File: config.mk
export PLATFORM = sky130hd
export DESIGN_NAME = dmem_arbiter
export DESIGN_NICKNAME = d
export VERILOG_FILES = /design/src/rtl/dmem_arbiter.sv
export SDC_FILE = /design/constraint.sdc
export NUM_CORES = 1
export LEC_CHECK = 0
export CAP_MARGIN = 20
export CORE_AREA = 2 2 63 65
export DETAILED_ROUTE_END_ITERATION = 10
export DIE_AREA = 0 0 65 67
export DONT_BUFFER_PORTS = 1
export GPL_TIMING_DRIVEN = 0
export MAX_ROUTING_LAYER = met4
export PLACE_DENSITY = 0.51
export SETUP_SLACK_MARGIN = 0.15
export SLEW_MARGIN = 5
export SYNTH_ARGS = -nofsm -noshare
export SYNTH_HDL_FRONTEND = slang
export SYNTH_SLANG_ARGS = --single-unit
File: constraint.sdc
create_clock -name Clock -period 1.9 [get_ports Clock]
set_clock_uncertainty 0.2 [all_clocks]
set_input_delay 0.38 -clock Clock [delete_from_list [all_inputs] [get_ports Clock]]
set_output_delay 0.38 -clock Clock [all_outputs]
set_load 0.01 [all_outputs]
File: src/rtl/dmem_arbiter.sv
// Single-port data-RAM arbiter between the CPU and a host/loader port, with starvation guard and host lock.
// Optional statistics counters are compiled in when DMEM_ARB_STATS_EN is defined.
module dmem_arbiter #(
    parameter int unsigned AW           = 8,
    parameter int unsigned DW           = 16,
    parameter int unsigned STARVE_LIMIT = 4
) (
    input  logic          Clock,
    input  logic          Reset,
    input  logic          cpu_req,
    input  logic          cpu_wr,
    input  logic [AW-1:0] cpu_addr,
    input  logic [DW-1:0] cpu_wdata,
    output logic          cpu_stall,
    output logic [DW-1:0] cpu_rdata,
    output logic          cpu_rvalid,
    input  logic          host_req,
    input  logic          host_wr,
    input  logic          host_lock,
    input  logic [AW-1:0] host_addr,
    input  logic [DW-1:0] host_wdata,
    output logic          host_gnt,
    output logic [DW-1:0] host_rdata,
    output logic          host_rvalid,
    output logic [AW-1:0] mem_addr,
    output logic          mem_wr,
    output logic [DW-1:0] mem_wdata,
    input  logic [DW-1:0] mem_rdata,
    output logic [15:0]   stat_cpu_stall,
    output logic [15:0]   stat_host_gnt
);

    localparam int unsigned SW = 4;
    localparam int unsigned STW = 16;
    localparam logic [SW-1:0] LIMIT = SW'(STARVE_LIMIT);

    typedef enum logic [0:0] {
        ARB  = 1'b0,
        LOCK = 1'b1
    } state_e;

    state_e        state_q, state_d;
    logic [SW-1:0] starve_q, starve_d;
    logic          cpu_rd_q, cpu_rd_d;
    logic          host_rd_q, host_rd_d;
    logic          cpu_gnt;

    // State register
    always_ff @(posedge Clock) begin
        if (Reset) state_q <= ARB;
        else       state_q <= state_d;
    end

    // Next-state logic
    always_comb begin
        state_d = state_q;
        case (state_q)
            ARB:     if (host_gnt && host_lock) state_d = LOCK;
            LOCK:    if (!host_lock)            state_d = ARB;
            default: state_d = ARB;
        endcase
    end

    // Grant selection: lock hold, then starvation override, then CPU priority
    always_comb begin
        cpu_gnt  = 1'b0;
        host_gnt = 1'b0;
        if (state_q == LOCK && host_lock) begin
            host_gnt = host_req;
        end else if (host_req && starve_q >= LIMIT) begin
            host_gnt = 1'b1;
        end else if (cpu_req) begin
            cpu_gnt = 1'b1;
        end else if (host_req) begin
            host_gnt = 1'b1;
        end
    end

    // RAM port mux; idle cycles park the address on the CPU side
    always_comb begin
        mem_addr  = cpu_addr;
        mem_wdata = cpu_wdata;
        mem_wr    = 1'b0;
        if (host_gnt) begin
            mem_addr  = host_addr;
            mem_wdata = host_wdata;
            mem_wr    = host_wr;
        end else if (cpu_gnt) begin
            mem_wr = cpu_wr;
        end
    end

    assign cpu_stall = cpu_req & ~cpu_gnt;

    always_comb begin
        starve_d = '0;
        if (host_req && !host_gnt)
            starve_d = (starve_q == '1) ? starve_q : starve_q + SW'(1);
        cpu_rd_d  = cpu_gnt & ~cpu_wr;
        host_rd_d = host_gnt & ~host_wr;
    end

    always_ff @(posedge Clock) begin
        if (Reset) begin
            starve_q  <= '0;
            cpu_rd_q  <= 1'b0;
            host_rd_q <= 1'b0;
        end else begin
            starve_q  <= starve_d;
            cpu_rd_q  <= cpu_rd_d;
            host_rd_q <= host_rd_d;
        end
    end

    // A reset arriving while a read is in flight kills its return pulse
    assign cpu_rvalid  = cpu_rd_q & ~Reset;
    assign host_rvalid = host_rd_q & ~Reset;
    assign cpu_rdata   = mem_rdata;
    assign host_rdata  = mem_rdata;

`ifdef DMEM_ARB_STATS_EN
    logic [STW-1:0] stat_stall_q, stat_gnt_q;

    always_ff @(posedge Clock) begin
        if (Reset) begin
            stat_stall_q <= '0;
            stat_gnt_q   <= '0;
        end else begin
            if (cpu_stall && stat_stall_q != '1) stat_stall_q <= stat_stall_q + STW'(1);
            if (host_gnt && stat_gnt_q != '1)    stat_gnt_q   <= stat_gnt_q + STW'(1);
        end
    end

    assign stat_cpu_stall = stat_stall_q;
    assign stat_host_gnt  = stat_gnt_q;
`else
    assign stat_cpu_stall = STW'(0);
    assign stat_host_gnt  = STW'(0);
`endif

endmodule

==> metrics <==
Post-Syn Area per Cell=8.97 µm²; drt first-iter violations=3; layout cell share with drive strength beyond 1=a little under two thirds; clk slew on worst S/H paths=0.04 ns; total number of vias=834; multiplexer area fraction after synthesis=25.4%; Max-Cap Viols=0; H-tree depth=1; post-route ant nets=0; Antenna diodes=0; WL final=3.02 mm; DRC=0; CP Data Arrival Time=1.55 ns; most frequent cell after synthesis=buf_4; Die Span Y=between 60 and 70 µm; EDFF count, synth=0; dpl hpwl=between 2 and 3 mm; Final Setup Violations=24; Layout area overhead=34.4%; top post-synthesis cells by count=buf_4, mux2_2, dfxtp_1; Slew Viols, Final=0; GR Util All Layers=11.5%; layout net count=around 240; Starting Density=30.6%; adder-cell share of the synthesized area=1.13%; Setup crit end kind=output port; total grt overflow=0; Die W=65 µm; Max FO, Critical Path=10; # placed instances=203; Post-Synth Simple-Gate Area=7.71%; vias in the first global route=720; GPL Wtd Cong=0.760; Main synth FF type=dfxtp_1; 1st-pass router iterations=2; Final period util=112%; post-synthesis xor/xnor area fraction=0.794%; Via density=3.95; Seq cells post-synth=7; Synth Warn #=0; Setup Crit Path Kind=reg2out; violated checks=setup timing; Synth Area in Compound Gates=4.65%; cts hold-fix bufs=0; CTS max path bufs=2; Sink Count=7; sequential fraction of the synthesis area=12.7%; Mapped Area=approximately 1100 µm²; Hold Path Class=in2reg; top cells by area, synth=buf_4, mux2_2, dfxtp_1; initial antenna violation count=0; Post-synth ARST share=0%; post-route setup slack=-0.229 ns; worst hold slack=0.0202 ns; minimum clock period=2.13 ns; Cells after Synth=123; CTS tree=built; leading area contributor after synthesis=buf_4; CP Data Required Time=1.32 ns; peak supply drop=approximately 400 µV; critical path launch point type=flip-flop; RSZ-0062 raised after global routing=true; largest net degree at the start of global routing=11; core area=3610 µm²; Layout Utilization=between 40% and 50%; clock buffer count from CTS=3; Cell Count, Final, Fillers Out=211; Avg WL per Cell=14.3 µm; Yosys cell types=24; row cnt=22; status=finished, violations left; Seq. cell area=141 µm²; Hold Vio Cnt, Final=0; clock latency at the later pin of the worst-skew pair=0.23 ns; Die ar.=around 4400 µm²; static leakage=~0.85 nW; Root Buffer Master=clkbuf_8; global-route wire length before repair=3.69 mm; port bufs=0; area occupied by multi-input gates=672 µm²; FMAX=0.470 GHz; largest family of logic cells by synthesized area=buffers and inverters; # IOs=164; Power Dens Cells=about 480 nW/µm²; post-synth top area share=between 40% and 50%; fill count=367; Post-Route Setup TNS=-4.96 ns
path summary, 6_finish.rpt:
kind	endpoint	cells after the start	slack (ns)	start
min reg2reg	state_q	2	0.25	state_q
max reg2reg	starve_q[1]	4	0.37	starve_q[2]
max	mem_wdata[13]	4	-0.23	state_q
min	cpu_rd_q	1	0.02	cpu_wr
logic make-up after synthesis:
logic type | count (synthesis)
adder cells (fa/ha/maj) | 1
XOR/XNOR | 1
flip-flops | 7
buffers and inverters | 69
multiplexers | 25
AND/OR/NAND/NOR | 14
AO/OA/AOI/OAI | 5
other | 1
through the flow:
stage,cell area (µm²),power [mW],worst slack (ns)
6_report,1480,0.706,-0.229
5_1_grt,1480,0.740,-0.267
4_1_cts,1460,0.705,-0.242
3_5_place_dp,1350,0.468,-0.135
3_3_place_gp,1350,0.469,-0.121
2_1_floorplan,1290,0.444,-0.0444
flip-flops by register name (all words and copies together) (netlist names):
| name | flops |
|---|---|
| cpu_rd_q | 1 |
| host_rd_q | 1 |
| starve_q | 4 |
| state_q | 1 |
metal layers:
layer,vias to the layer above,share of wire (%),wire (µm),global-route usage [%]
met5,-,0,0,-
met4,0,0.43,13,2.39
met3,2,14,429,4.56
met2,83,58,1760,22.6
met1,363,27,811,10.6
li1,386,-,-,-
critical path, cell delays in order (launching register included):
cell	delay, ns
dfxtp_1	0.31
a21bo_4	0.24
o21ai_4	0.24
buf_8	0.20
mux2_4	0.34
cell usage in the layout, fill, tap and decap left out, types with 2 or more instances in the layout:
cell type,instances
buf_4,67
conb_1,33
mux2_4,24
dfxtp_1,6
inv_1,3
nor2_1,3
clkbuf_8,3
buf_8,2
nor2b_1,2
cell type report:
| class | instances | area share [%] |
|---|---|---|
| plain buffers | 66 | 34.4 |
| clock buffers | 4 | 3.04 |
| inverters | 3 | 0.759 |
| multi-input cells | 79 | 45.3 |
| flip-flops and latches | 7 | 9.54 |
| well taps | 48 | 4.05 |
| repair buffers | 4 | 2.87 |
timing repair:
item / CTS / global route
setup buffers: 2 / 2
pin swaps: 1 / 0
endpoints found under the setup margin: 27 / 27
resized for setup: 8 / 3
endpoints found under the hold margin: 0 / 0
where the power goes:
group | total [mW] | leakage, nW | internal (mW) | switching [mW]
Clock | 0.215 | 0.0228 | 0.146 | 0.0691
Sequential | 0.154 | 0.0577 | 0.152 | 0.00181
Combinational | 0.338 | 0.766 | 0.187 | 0.151
No activity file was read; power rests on OpenSTA's default activity.
